## src/rtl/alu_pkg.sv

```systemverilog
// Shared ALU definitions used by the execute stage.
//   - ALU function codes driven on the ALU F input
//   - state encoding of the multiply sequencer
package alu_pkg;

   localparam logic [2:0] ALU_AND = 3'b000;
   localparam logic [2:0] ALU_OR  = 3'b001;
   localparam logic [2:0] ALU_ADD = 3'b010;
   localparam logic [2:0] ALU_SUB = 3'b110;
   localparam logic [2:0] ALU_SLT = 3'b111;

   typedef enum logic [1:0] {
      IDLE = 2'd0,
      RUN  = 2'd1,
      DONE = 2'd2
   } mul_state_t;

endpackage

```

## src/rtl/alu_mul_seq.sv

```systemverilog
// Multi-cycle unsigned shift-add multiplier that borrows the shared ALU for
// one add per cycle while busy.
//   clk, reset        : clock, synchronous active-high reset
//   start, in_ready   : request / accept handshake (accept when both high)
//   op_a, op_b        : multiplicand / multiplier, sampled on accept
//   busy, done        : busy in RUN and DONE; done pulses one cycle
//   prod_hi, prod_lo  : 2*WIDTH-bit product, held until the next accept
//   alu_a/alu_b/alu_f : ALU operand/function drive (zero operands outside RUN)
//   alu_r, alu_cout   : ALU result and carry-out, same cycle
module alu_mul_seq
   import alu_pkg::*;
#(
   parameter int unsigned WIDTH  = 32,
   parameter logic [2:0]  ADD_OP = ALU_ADD
) (
   input  logic             clk,
   input  logic             reset,
   input  logic             start,
   input  logic [WIDTH-1:0] op_a,
   input  logic [WIDTH-1:0] op_b,
   output logic             in_ready,
   output logic             busy,
   output logic             done,
   output logic [WIDTH-1:0] prod_hi,
   output logic [WIDTH-1:0] prod_lo,
   output logic [WIDTH-1:0] alu_a,
   output logic [WIDTH-1:0] alu_b,
   output logic [2:0]       alu_f,
   input  logic [WIDTH-1:0] alu_r,
   input  logic             alu_cout
);

   localparam int unsigned CW = $clog2(WIDTH) + 1;
   localparam logic [CW-1:0] LAST = CW'(WIDTH - 1);

   mul_state_t       state, nstate;
   logic [CW-1:0]    cnt;
   logic [WIDTH-1:0] mcand;

   always_ff @(posedge clk) begin
      if (reset) begin
         state   <= IDLE;
         cnt     <= '0;
         mcand   <= '0;
         prod_hi <= '0;
         prod_lo <= '0;
      end else begin
         state <= nstate;
         case (state)
            IDLE: begin
               if (start) begin
                  mcand   <= op_a;
                  prod_hi <= '0;
                  prod_lo <= op_b;
                  cnt     <= '0;
               end
            end
            RUN: begin
               // Sum (with carry as its top bit) shifts right by one; the bit
               // falling out of the sum enters the top of the multiplier
               // register as the multiplier bits are consumed.
               prod_hi <= {alu_cout, alu_r[WIDTH-1:1]};
               prod_lo <= {alu_r[0], prod_lo[WIDTH-1:1]};
               cnt     <= cnt + 1'b1;
            end
            default: ;
         endcase
      end
   end

   always_comb begin
      nstate   = state;
      alu_a    = '0;
      alu_b    = '0;
      alu_f    = ADD_OP;
      in_ready = 1'b0;
      busy     = 1'b0;
      done     = 1'b0;
      case (state)
         IDLE: begin
            in_ready = 1'b1;
            if (start) nstate = RUN;
         end
         RUN: begin
            busy  = 1'b1;
            alu_a = prod_hi;
            alu_b = prod_lo[0] ? mcand : '0;
            if (cnt == LAST) nstate = DONE;
         end
         DONE: begin
            busy   = 1'b1;
            done   = 1'b1;
            nstate = IDLE;
         end
         default: nstate = IDLE;
      endcase
   end

endmodule
```

## config.mk

```make
export PLATFORM = sky130hd
export DESIGN_NAME = alu_mul_seq
export DESIGN_NICKNAME = d
export VERILOG_FILES = /design/src/rtl/alu_pkg.sv /design/src/rtl/alu_mul_seq.sv
export SDC_FILE = /design/constraint.sdc
export NUM_CORES = 1
export LEC_CHECK = 0
export CAP_MARGIN = 10
export CORE_ASPECT_RATIO = 1.1
export CORE_UTILIZATION = 43
export CTS_BUF_LIST = sky130_fd_sc_hd__clkbuf_16
export DETAILED_ROUTE_END_ITERATION = 16
export GPL_TIMING_DRIVEN = 0
export PLACE_DENSITY = 0.87
export SYNTH_ARGS = -nofsm -noshare
export SYNTH_HDL_FRONTEND = slang
export SYNTH_SLANG_ARGS = --single-unit
```

## constraint.sdc

```tcl
create_clock -name clk -period 2.8 [get_ports clk]
set_clock_uncertainty 0.05 [all_clocks]
set_input_delay 0.56 -clock clk [delete_from_list [all_inputs] [get_ports clk]]
set_output_delay 0.56 -clock clk [all_outputs]
set_load 0.005 [all_outputs]
```

# Yosys cells after proc, flatten, opt, wreduce, memory -nomap -nowiden
# Cells that the tools add are included.
# totals
latchBits	0
reg_bits	104
wordCells	32
out_inout_bits	134
ram_bits	0
n_memories	0
rom_bits	0
input_bits	100
# classes
eq_ne	5
mul	0
shifts	0
n_bitwise	0
div	0
reduce_logical	6
order_cmp	0
n_addsub	1
mux	15
# op_table
operator	count
32-bit 2-to-1 mux	5
32-bit case mux with 2 select lines	2
6-bit case mux with 2 select lines	1
6-bit by 1-bit adder with 6-bit output, second input constant	1
6-bit by 5-bit equality test with 1-bit output, second input constant	1
6-bit 2-to-1 mux	1
2-bit AND reduction	3
2-bit 2-to-1 mux	2
2-bit inequality test, second input constant	2
2-bit case mux with 2 select lines	1
1-bit 2-to-1 mux	3
2-bit by 1-bit equality test with 1-bit output, second input constant	1
2-bit equality test, second input constant	1
2-bit zero test	1
2-bit nonzero test	1
2-bit OR reduction	1

# Longest topological paths before layout
# depth
depth_word	3
depth_mapped	8
mapped_depth_nobuf	6

# Worst setup path before layout
# Ideal clock, no wire load.
# synth_timing
path_kind	register -> output
start	register state[1]
end	output port alu_a[11]
n_path_buf	3
path_stages_with_launch	7
required_ns	2.190
t_arrival_ns	1.320
path_slack_ns	0.870
cell_sequence	dfxtp_1 > inv_1 > ha_1 > buf_2 > buf_2 > clkbuf_1 > and2_1
# synth_via
elab_chain_len	2
# synth_lines
element	line_no	source
start, declared	alu_mul_seq.sv:36	mul_state_t state, nstate;
start signal, assigned	alu_mul_seq.sv:48	state <= nstate;
2-bit by 1-bit equality test with 1-bit output	alu_mul_seq.sv:79	case (state)
32-bit 2-to-1 mux	alu_mul_seq.sv:79	
end, declared	alu_mul_seq.sv:26	output logic [WIDTH-1:0] alu_a,
# Every way passes these cells.

# Final worst setup path
# layout_timing
start	register state[1]
end	output port alu_a[22]
# Same word-level chain as after synthesis.

==> qor.yml <==
drc_errors: 0
start_util_pct: 44.76
cts_tree: "done"
p_per_area_nw_per_um2: 553.5
drv_cap: 0
relSlewSlack_pct: 60.20
synth_edf_count: 0
worstSetupEndpointType: "primary output"
insertedDiodeCount: 0
ant_nets: 0
avgSynthCellArea_sq_um: 8.637
grt_pass1_vias: 4781
drtIter0Drc: 163
n_fill_cell: 755
clockBufferDepth: 2
outcome: "complete, no violations"
hp-start: "mcand[28]"
hold_path_class: "register to register"
leakage_nw: 2.854
path_delay_family: "buffers and inverters"
track_usage_pct: 26.10
dp_hpwl_um: 10710
wl_um: 14080
dieArea_sq_um: 10760
peakVddDrop_mv: 0.2938
final_common_cell: "clkdlybuf4s50_1"
cts_max_level: 3
drive_above_1_share_pct: 6.965
area.growth.synth_to_final_pct: 62.78
worstPathArrival_ns: 2.09
io_pins: 234
crit_start: "state[1]"
drt-pass1-iter-count: 5
synthCells: 515
rrSetupSlack_ns: 0.84
whs_path_depth: 2
core_area_sq_um: 9937
p_comb_share_pct: 25.1
max_freq_mhz: 370.1
antenna_found_initial: 0
clockRootBuffer: "clkbuf_16"
power.share.clock_pct: 32.0
rsz0062_at_grt: "no"
r2r_start: "state[0]"
netlist_area_sq_um: 4448
finalSetupViolCount: 0
hold_viol_final: 0
critPathBufInv: 5
switching_share_pct: 28.63
synthFlopType: "dfxtp_1"
grt_max_degree: 19
synth_seq_area_share_pct: 46.81
tightest_slew_ns: 0.5969
nets: 860
crit_path_max_incr_delay_ns: 0.50
r2r_cells: 6
fp.dieH_um: 108.7
multi_input_area_sq_um: 2135
synth_cell_types: 29
fp-row-count: 38
wl_per_cell_um: 15.98
critPathKind: "register to primary output"
routabilityCongestion: 0.8219
min_period_over_period_pct: 96.49
power_frac_seq_pct: 42.8
crit_path_start_kind: "register"
route.vias.total: 4637
worstSkewPairLatency_ns: 0.34
slew_viol_final: 0
port-buffer-count: 229
viasPerCell: 5.263
fp.dieW_um: 98.98
path_max_fanout: 10
numCtsBuffers: 9
cp.required_ns: 2.19
rr_endpoint: "prod_hi[19]"
finalCriticalPeriod_ns: 2.702
clock_sink_count: 104
whs_endpoint: "mcand[28]"
final_util_pct: 72.87
grt_pass1_wl_um: 22320
cp_cell_sequence: "inv_1 -> ha_2 -> buf_8 -> buf_12 -> clkbuf_2 -> and2_1 -> clkdlybuf4s50_1"
seqCellArea_sq_um: 2082
setup_tns_ns: 0
clk_pin_slew_ns: 0.07
ys_seq_elements: 104
internal_power_mw: 2.861
cp_slowest_cell: "clkdlybuf4s50_1"
async_flop_share_pct: 0
yosysWarnings: 0
switchingPower_mw: 1.147
mostFrequentLayoutCells: "clkdlybuf4s50_1 (228), dfxtp_1 (104), nor2_1 (71), nand2_1 (68), a21oi_1 (34)"
overflow: 0
kinds of logic after synthesis:
logic type	synth area share, %
compound gates	15.41
xor+xnor	0.5908
fa+ha+maj	1.125
buf+inv	5.401
flops	46.81
mux	8.073
other cells	0.1688
simple gates	22.42
through the flow:
| step | hold WS [ns] | worst slack [ns] | instance area [sq um] | total power [mW] | instances |
|---|---|---|---|---|---|
| 2_1_floorplan | 0.3819 | 0.8704 | 4452 | 2.213 | 516 |
| 3_3_place_gp | 0.3889 | 0.01373 | 6894 | 2.693 | 865 |
| 3_5_place_dp | 0.3948 | -0.01507 | 6894 | 2.733 | 865 |
| 4_1_cts | 0.4044 | 0.007120 | 7222 | 4.018 | 881 |
| 5_1_grt | 0.4171 | 0.0009155 | 7241 | 4.190 | 881 |
| 6_report | 0.4032 | 0.09836 | 7241 | 4.008 | 881 |
flip-flops by register name, indices dropped and copies added, names as in the netlist:
| register | count |
|---|---|
| state | 2 |
| mcand | 32 |
| cnt | 6 |
| prod_lo | 32 |
| prod_hi | 32 |
power groups by stage:
| stage | logic (mW) | clock network (mW) | registers (mW) |
|---|---|---|---|
| 6_report | 1.01 | 1.28 | 1.72 |
| 5_1_grt | 1.10 | 1.36 | 1.73 |
| 4_1_cts | 1.00 | 1.30 | 1.72 |
| 3_5_place_dp | 0.986 | 0 | 1.75 |
| 3_3_place_gp | 0.955 | 0 | 1.74 |
| 2_1_floorplan | 0.484 | 0 | 1.73 |
layout make-up:
type	instances	share of cell area (%)
buffer	49	3.681
clock buffer	9	3.110
clock inverter	7	1.106
inverter	2	0.1037
multi-input combinational	361	29.48
sequential	104	28.75
tap	120	2.074
timing repair buffer	229	31.69
tightest hold or removal path: cells and delay by family (launching register included):
family	cells	cell delay (ns)
DFF	1	0.31
and+or+nand+nor	1	0.05
AOI/OAI and AO/OA	1	0.05
metal layers:
layer,routed length (um),vias to the layer above,track usage [%]
met5,0,-,0
met4,394,0,11.62
met3,934,33,4.679
met2,7212,204,48.65
met1,5540,2163,29.03
li1,-,2237,-
what timing repair did:
action,in CTS,in global routing
endpoints found under the setup margin,55,49
resized for setup,9,10
hold buffers,0,0
buffers inserted,0,0
synth_stat cells (2+ instances only):
cell type	number	share of area (%)
and2_1	33	4.6
nor3_1	2	0.23
buf_2	18	2.0
clkbuf_1	24	2.0
mux2i_1	33	7.4
a211oi_1	30	5.1
nor2_1	71	6.0
ha_1	4	1.1
nand2_1	68	5.7
a21oi_1	34	3.8
dfxtp_1	104	47
a211oi_2	2	0.56
inv_1	2	0.17
and3_1	33	4.6
o21ai_0	2	0.23
a22oi_1	33	5.6
buf_4	7	1.2
xor2_1	3	0.59
conb_1	2	0.17
worst max path at each step:
stage / end / slack (ns) / depth (start not counted)
floorplan: alu_a[11] / 0.87 / 6
global placement: alu_a[18] / 0.01 / 7
detailed placement: alu_a[18] / -0.02 / 7
CTS: alu_a[6] / 0.007 / 6
global route: alu_a[24] / 0.0009 / 7
finish: alu_a[22] / 0.1 / 7
Power figures use the tool's default switching activity.
